<file path="config.mk">
export PLATFORM = sky130hd
export DESIGN_NAME = alu_result_monitor
export DESIGN_NICKNAME = d
export VERILOG_FILES = /design/src/rtl/alu_mon_pkg.sv /design/src/rtl/sat_counter.sv /design/src/rtl/alu_result_monitor.sv
export SDC_FILE = /design/constraint.sdc
export NUM_CORES = 1
export LEC_CHECK = 0
export CORE_ASPECT_RATIO = 2
export CORE_MARGIN = 4
export CORE_UTILIZATION = 45
export CTS_CLUSTER_SIZE = 14
export DETAILED_ROUTE_END_ITERATION = 10
export PLACE_DENSITY = 0.7
export REMOVE_ABC_BUFFERS = 1
export SYNTH_ARGS = -nofsm -noshare
export SYNTH_HDL_FRONTEND = slang
export SYNTH_SLANG_ARGS = --single-unit
</file>
<file path="constraint.sdc">
create_clock -name Clk -period 4.5 [get_ports Clk]
set_input_delay 1.35 -clock Clk [delete_from_list [all_inputs] [get_ports Clk]]
set_output_delay 1.35 -clock Clk [all_outputs]
set_load 0.02 [all_outputs]
</file>
<file path="src/rtl/alu_mon_pkg.sv">
// alu_mon_pkg: shared types and constants for the ALU result monitor.
//   mon_state_t  : alarm FSM states
//   alarm_kind_t : encoding of the Alarm_kind output
//   BAND_*_TH    : band thresholds shared with the ALU checker
//   MINMAX_EN    : 1 when built with ALU_MON_MINMAX_EN
package alu_mon_pkg;

   typedef enum logic [1:0] {IDLE, RUN_HI, RUN_LO, ALARM} mon_state_t;

   typedef enum logic [1:0] {
      ALM_NONE = 2'd0,
      ALM_HIGH = 2'd1,
      ALM_LOW  = 2'd2
   } alarm_kind_t;

   localparam int BAND_HI_TH = 1_000_000_000;
   localparam int BAND_LO_TH = 10_000_000;

`ifdef ALU_MON_MINMAX_EN
   localparam bit MINMAX_EN = 1'b1;
`else
   localparam bit MINMAX_EN = 1'b0;
`endif

endpackage

</file>
<file path="src/rtl/sat_counter.sv">
// sat_counter: W-bit up counter that sticks at all-ones instead of wrapping.
//   i_clk   : clock
//   i_rst_n : asynchronous active-low reset
//   i_inc   : add one this cycle (ignored once saturated)
//   i_clr   : synchronous clear, wins over i_inc
//   o_cnt   : current count
module sat_counter #(
   parameter int W = 16
) (
   input  logic         i_clk,
   input  logic         i_rst_n,
   input  logic         i_inc,
   input  logic         i_clr,
   output logic [W-1:0] o_cnt
);

   logic [W-1:0] r_cnt;

   always_ff @(posedge i_clk or negedge i_rst_n)
      if (!i_rst_n)
         r_cnt <= '0;
      else if (i_clr)
         r_cnt <= '0;
      else if (i_inc && !(&r_cnt))
         r_cnt <= r_cnt + 1'b1;

   assign o_cnt = r_cnt;

endmodule

</file>
<file path="src/rtl/alu_result_monitor.sv">
// alu_result_monitor: band statistics, saturating signed sum and run alarm for ALU results.
//   Clk, Reset_n        : clock, asynchronous active-low reset
//   Q_valid, Q          : sample strobe and signed 32-bit result
//   Low, Media, High    : band flags of the sample
//   Clear               : synchronous clear of all state (beats a same-cycle sample)
//   Low/Media/High_cnt  : saturating per-band occurrence counters
//   Sum                 : signed saturating sum of valid Q
//   Alarm, Alarm_kind   : latched alarm, 1 = high run, 2 = low run
//   Min_q, Max_q        : signed extremes of Q, present only with ALU_MON_MINMAX_EN
module alu_result_monitor
   import alu_mon_pkg::*;
#(
   parameter int CNT_W     = 16,
   parameter int SUM_W     = 48,
   parameter int ALARM_RUN = 4
) (
   input  logic             Clk,
   input  logic             Reset_n,
   input  logic             Q_valid,
   input  logic [31:0]      Q,
   input  logic             Low,
   input  logic             Media,
   input  logic             High,
   input  logic             Clear,
   output logic [CNT_W-1:0] Low_cnt,
   output logic [CNT_W-1:0] Media_cnt,
   output logic [CNT_W-1:0] High_cnt,
   output logic [SUM_W-1:0] Sum,
   output logic             Alarm,
   output logic [1:0]       Alarm_kind
`ifdef ALU_MON_MINMAX_EN
   ,
   output logic [31:0]      Min_q,
   output logic [31:0]      Max_q
`endif
);

   localparam int RUN_W = $clog2(ALARM_RUN + 1);
   localparam logic [RUN_W-1:0] RUN_LIM = RUN_W'(ALARM_RUN);
   localparam logic [SUM_W-1:0] SUM_MAX = {1'b0, {(SUM_W-1){1'b1}}};
   localparam logic [SUM_W-1:0] SUM_MIN = {1'b1, {(SUM_W-1){1'b0}}};

   sat_counter #(.W(CNT_W)) u_low_cnt (
      .i_clk(Clk), .i_rst_n(Reset_n), .i_inc(Q_valid & Low), .i_clr(Clear), .o_cnt(Low_cnt)
   );
   sat_counter #(.W(CNT_W)) u_media_cnt (
      .i_clk(Clk), .i_rst_n(Reset_n), .i_inc(Q_valid & Media), .i_clr(Clear), .o_cnt(Media_cnt)
   );
   sat_counter #(.W(CNT_W)) u_high_cnt (
      .i_clk(Clk), .i_rst_n(Reset_n), .i_inc(Q_valid & High), .i_clr(Clear), .o_cnt(High_cnt)
   );

   // One guard bit above the accumulator: disagreement between the top two
   // bits of the sum means signed overflow, and the guard bit gives its sign.
   logic [SUM_W-1:0] r_sum;
   logic [SUM_W:0]   w_sum_add;
   logic [SUM_W-1:0] w_sum_nxt;

   assign w_sum_add = {r_sum[SUM_W-1], r_sum} + {{(SUM_W-31){Q[31]}}, Q};
   assign w_sum_nxt = (w_sum_add[SUM_W] ^ w_sum_add[SUM_W-1])
                    ? (w_sum_add[SUM_W] ? SUM_MIN : SUM_MAX)
                    : w_sum_add[SUM_W-1:0];

   always_ff @(posedge Clk or negedge Reset_n)
      if (!Reset_n)
         r_sum <= '0;
      else if (Clear)
         r_sum <= '0;
      else if (Q_valid)
         r_sum <= w_sum_nxt;

   assign Sum = r_sum;

   mon_state_t  r_state, w_state_nxt;
   logic [RUN_W-1:0] r_run, w_run_nxt;
   alarm_kind_t r_kind, w_kind_nxt;
   logic        r_alarm, w_alarm_nxt;
   logic        w_mid;

   // High together with Low is contradictory and breaks any run, like Media.
   assign w_mid = Media | (High & Low);

   always_ff @(posedge Clk or negedge Reset_n)
      if (!Reset_n) begin
         r_state <= IDLE;
         r_run   <= '0;
         r_alarm <= 1'b0;
         r_kind  <= ALM_NONE;
      end else begin
         r_state <= w_state_nxt;
         r_run   <= w_run_nxt;
         r_alarm <= w_alarm_nxt;
         r_kind  <= w_kind_nxt;
      end

   always_comb begin
      w_state_nxt = r_state;
      w_run_nxt   = r_run;
      if (Q_valid && r_state != ALARM) begin
         if (w_mid) begin
            w_state_nxt = IDLE;
            w_run_nxt   = '0;
         end else if (High) begin
            w_run_nxt   = (r_state == RUN_HI) ? r_run + 1'b1 : RUN_W'(1);
            w_state_nxt = (w_run_nxt == RUN_LIM) ? ALARM : RUN_HI;
         end else if (Low) begin
            w_run_nxt   = (r_state == RUN_LO) ? r_run + 1'b1 : RUN_W'(1);
            w_state_nxt = (w_run_nxt == RUN_LIM) ? ALARM : RUN_LO;
         end
      end
      if (Clear) begin
         w_state_nxt = IDLE;
         w_run_nxt   = '0;
      end
   end

   // Entry into ALARM can only come from a lone High or a lone Low sample.
   always_comb begin
      w_alarm_nxt = (w_state_nxt == ALARM);
      w_kind_nxt  = (w_state_nxt != ALARM) ? ALM_NONE
                  : (r_state == ALARM)     ? r_kind
                  : High                   ? ALM_HIGH : ALM_LOW;
   end

   assign Alarm      = r_alarm;
   assign Alarm_kind = r_kind;

`ifdef ALU_MON_MINMAX_EN
   logic        r_seen;
   logic [31:0] r_min, r_max;

   always_ff @(posedge Clk or negedge Reset_n)
      if (!Reset_n) begin
         r_seen <= 1'b0;
         r_min  <= 32'h7FFF_FFFF;
         r_max  <= 32'h8000_0000;
      end else if (Clear) begin
         r_seen <= 1'b0;
         r_min  <= 32'h7FFF_FFFF;
         r_max  <= 32'h8000_0000;
      end else if (Q_valid) begin
         r_seen <= 1'b1;
         if (!r_seen || $signed(Q) < $signed(r_min))
            r_min <= Q;
         if (!r_seen || $signed(Q) > $signed(r_max))
            r_max <= Q;
      end

   assign Min_q = r_min;
   assign Max_q = r_max;
`else
`endif

endmodule
</file>
-- After elaboration in Yosys (flattened, before gate mapping)
Cells that the tools add are included.
- muxes and demuxes: 27
- bitwise operators: 6
- reduce and logical (&&, ||, !) cells: 17
- add/sub/neg operators: 5
- eq/ne operators: 9
- operators by type and width (operator ; count):
    $mux W48 ; 4
    $mux W16 ; 6
    $add A48 B32 Y49 ; 1
    $add A16 B1 Y16 const B ; 3
    $reduce_and A16 Y1 ; 3
    $mux W3 ; 7
    $mux W2 ; 9
    $reduce_bool A2 Y1 ; 5
    $eq A2 B2 Y1 const B ; 3
    $eq A3 B3 Y1 const B ; 2
    $ne A2 B2 Y1 const B ; 3
    $and A1 B1 Y1 ; 4
    $logic_and A1 B1 Y1 ; 4
    $reduce_bool A4 Y1 ; 1
    $add A3 B1 Y3 const B ; 1
    $logic_not A1 Y1 ; 3
    $eq A2 B1 Y1 const B ; 1
    $reduce_and A2 Y1 ; 1
    $mux W1 ; 1
    $or A1 B1 Y1 ; 1
    $xor A1 B1 Y1 ; 1
- output and inout port bits: 99
- bits in registers: 104
- bits of input ports: 39

-- Depth between registers and ports, before layout
- depth in word-level cells: 11
- gate-level depth with buffers: 12
- gate-level depth less buffers: 11

-- Cells and area by module
A second synthesis with hierarchy kept.
- cell total of the unflattened synthesis: 950
- area, all modules: 8475.6 µm²
- modules (own cells, without submodules) (module ; cells an instance ; area an instance (µm²) ; instances ; seq. area each (µm²)):
    alu_result_monitor ; 665 ; 5716.7 ; 1 ; 1401.3
    sat_counter ; 95 ; 919.6 ; 3 ; 400.4

-- Worst setup path before layout
No wires, ideal clock.
- kind: input -> register
- start point: input Q[0]
- end point: register r_sum[42], in the netlist Sum[42]
- path buffers: 0
- stages on the path: 11
- path slack: 0.339 ns
- arrival time: 4.035 ns
- setup time: 0.126 ns
- cells stage by stage: ha_1 > fa_1 > a211oi_1 > o21a_1 > a21oi_1 > o32ai_1 > a21oi_1 > a31oi_1 > o21ai_0 > xnor2_1 > a221o_1
- longest elaborated chain between the ends: 5
- ends and longest elaborated chain (what ; RTL line ; source):
    start, declared ; alu_result_monitor.sv:20 ; input logic [31:0] Q,
    $add A48 B32 Y49 (*) ; alu_result_monitor.sv:59 ; assign w_sum_add = {r_sum[SUM_W-1], r_sum} + {{(SUM_W-31){Q[31]}}, Q};
    $mux W48 or $xor A1 B1 Y1 (tied branches) ; alu_result_monitor.sv:61, alu_result_monitor.sv:60 ;
    $mux W48 (*) ; alu_result_monitor.sv:61 ; ? (w_sum_add[SUM_W] ? SUM_MIN : SUM_MAX)
    $mux W48 (*) ; alu_result_monitor.sv:69 ; else if (Q_valid)
    $mux W48 (*) ; alu_result_monitor.sv:67 ; else if (Clear)
    end signal, assigned ; alu_result_monitor.sv:70 ; r_sum <= w_sum_nxt;
    end, declared ; alu_result_monitor.sv:55 ; logic [SUM_W-1:0] r_sum;
Every way passes the cells marked *; elsewhere a longest branch is shown, timed or not. The select of a mux whose other input is x is not followed.
A chain may end at the register's enable or synchronous reset.

-- Worst setup path after layout
- start point: input Q[1]
- end point: register r_sum[27], in the netlist Sum[27]
Same word-level chain as after synthesis.

==> impl_metrics.ini <==
[floorplanning]
std_cell_rows = 66
num_io_pins = 138
die_w_um = 98.69
start_util = 0.4573
dieArea_um2 = 18690
core_um2 = 16190
die_h_um = 189.4

[sta]
finClkSkew_ps = 13.56
tns_ps = 0
fmax_mhz = 225.9
setup_viol = 0
fin_crit_ps = 4427
finalHoldViolCount = 0
whs_ps = 542.5
finalCritPeriodShare = 0.9837
tightestPinTransition_ps = 732.4
slew_violations = 0
slew_headroom = 0.5106

[critical_path]
crit_path_end_kind = flip-flop
rr_endpoint = Sum[27]
cp.arrival_ps = 4720
rr_worst_depth = 12
crit_required_ps = 4790
worst-path-max-fanout = 11
start_kind = primary input
ff2ff_setup_slack_ps = 1100
path_class = primary input to flip-flop
r2r_start = Sum[15]

[synthesis]
yosysSeqAreaShare = 0.3516
syn_inst = 818
syn-cell-area_um2 = 7402
synth.top_cell.area_share = 0.3516
synth_top_cells_by_count = 104 x dfrtp_1, 84 x nor2_1, 71 x nand2_1
synth_area_leaders = dfrtp_1 35%, ha_1 8.8%, a221o_1 5.9%
synth_top_area_cell = dfrtp_1
synth_area_per_cell_um2 = 9.049
yosysMostFrequentCell = dfrtp_1
ys_types = 65
ys_ff_latch = 104
synth_ff_type = dfrtp_1
synth_warnings = 0
async_flop_share = 1.000
synth-edff-count = 0

[clock_tree]
cts_num_sinks = 104
clockBufferDepth = 2
htree_levels = 3
cts_hold_buf = 0
clk_pin_slew_worst_paths_ps = 70
cts_tree = built
cts_buffers = 9
clkLatencyLatePin_ps = 360
cts_root_buf = clkbuf_16

[power_and_ir_drop]
power.density_nw_per_um2 = 502.9
p_int_w = 0.003016
power.share.clock = 0.164
swShare = 0.4078
power_leakage_nw = 4.592
ir_drop_uv = 281.4
p_sw_w = 0.002077
seqPwrFrac = 0.244
combinationalPowerShare = 0.592

[global_routing]
grt_first_pass_wirelength_um = 36870
grt-ovfl-total = 0
grt_max_degree = 57
grt.total_usage = 0.2461
grt_antenna_before_repair = 1
grt_pass1_vias = 7657

[finish]
fillers = 1431
area_delta_synth_final_pct = 36.83
nets = 1130
utilization = 0.6258
drive_gt1_frac = 0.1390

[min_path]
hold_depth = 1
holdCritStartpoint = r_run[1]
min_to = r_run[1]
hp-class = flip-flop to flip-flop

[route]
drt-total-wl_um = 23470
ant_nets = 0
wl_per_cell_um = 18.80
via_per_inst = 5.904
dr.first_iter.drc_count = 374
drtPass1Iterations = 5
dr_total_vias = 7368
drc = 0

[run]
cap_viol_max_count = 0

[placement]
post-dp-hpwl_um = 18450
gp_congestion = 0.9057
portBuffers = 137

[status]
status = complete, no violations
==> cells by family (layout without fill, tap and decap cells) <==
group,Yosys count,in the layout,synth area share
and+or+nand+nor,263,263,0.1680
adders and majority gates,54,54,0.09195
DFF,104,104,0.3516
muxes,6,6,0.008114
buffers and inverters,54,279,0.03364
other,0,1,0
xor gates and xnor gates,82,82,0.09703
AOI/OAI and AO/OA,255,255,0.2497
==> metrics by stage <==
stage,total power [W],cells,setup slack (ps),area [um2]
final,0.005093,1248,73.34,10130
after global routing,0.005397,1248,-17.51,10130
after CTS,0.005030,1242,58.14,9983
after detailed placement,0.004176,1226,-308.6,9666
after global placement,0.004143,1226,-257.1,9666
after floorplan,0.002905,780,-39.45,7213
==> worst max-delay path by stage <==
stage                     slack, ps       to  start
after floorplan                 -40  Sum[46]   Q[1]
after global placement         -260  Sum[44]   Q[0]
after detailed placement       -310  Sum[44]   Q[1]
after CTS                        60  Sum[42]   Q[1]
after global routing            -20  Sum[27]   Q[1]
final                            70  Sum[27]   Q[1]
==> cell usage in the layout, fill, tap and decap left out, drive strengths merged, types with 3 or more instances in the layout <==
master         Yosys  routed
o21a              12      12
nand2b             6       6
nor3               8       8
a21o              22      22
and4               5       5
mux2i              6       6
nand4             18      18
nand3b             3       3
nor2              84      84
nor3b              3       3
o31ai              6       6
clkdlybuf4s50      0     135
ha                52      52
inv               16      17
buf               12     110
and3              15      15
dfrtp            104     104
xnor2             36      36
a221o             44      44
a31oi              7       7
a41oi              4       4
clkbuf            26      15
o21bai             7       7
and2               6       6
a211oi             8       8
o21ai             44      44
nand2             71      71
o211ai             3       3
a21oi             68      68
nor2b              4       4
or3                9       9
nand3             24      24
xor2              46      46
a211o              6       6
==> per-layer routing <==
layer  routed length [um]  track usage  vias up
met5                    0            0        -
met4                 1340       0.1510        0
met3                  839      0.03282       89
met2                13300       0.4841      234
met1                 7982       0.2311     3562
li1                     -            -     3483
==> flip-flops by register name, indices dropped and copies added, names as in the netlist <==
name,count
Alarm,1
Alarm_kind,2
Sum,48
r_run,3
r_state,2
u_high_cnt.o_cnt,16
u_low_cnt.o_cnt,16
u_media_cnt.o_cnt,16
==> critical path, cell delays in order <==
cell             delay, ps
clkdlybuf4s50_1        470
ha_1                   340
a211o_1                290
a211o_1                300
a211o_1                350
a2111oi_4              340
buf_4                  170
nor4b_1                 50
a211o_4                300
a31oi_4                260
buf_12                 170
clkbuf_16              170
a221o_1                160
==> repair_timing <==
item	4_1_cts	5_1_grt
setup endpoints to repair	0	47
gates resized for setup	0	12
buffers inserted	0	3
==> power by group through the flow <==
stage | Sequential, W | Combinational [W] | Clock, W
detailed placement | 0.00126 | 0.00292 | 0
global placement | 0.00126 | 0.00289 | 0
floorplan | 0.00140 | 0.00151 | 0
CTS | 0.00124 | 0.00293 | 0.000854
finish | 0.00124 | 0.00302 | 0.000834
global route | 0.00126 | 0.00326 | 0.000878
==> cell type report <==
| cell class | instances | area, um2 | area share |
|---|---|---|---|
| repair buffers | 247 | 2291 | 0.2262 |
| clock buffers | 13 | 270.3 | 0.02668 |
| diodes | 1 | 2.502 | 0.0002471 |
| inverters | 16 | 60.06 | 0.005930 |
| flip-flops and latches | 104 | 2603 | 0.2569 |
| well taps | 204 | 255.2 | 0.02520 |
| clock inverters | 3 | 47.55 | 0.004694 |
| multi-input cells | 660 | 4599 | 0.4541 |
Power figures use the tool's default switching activity.
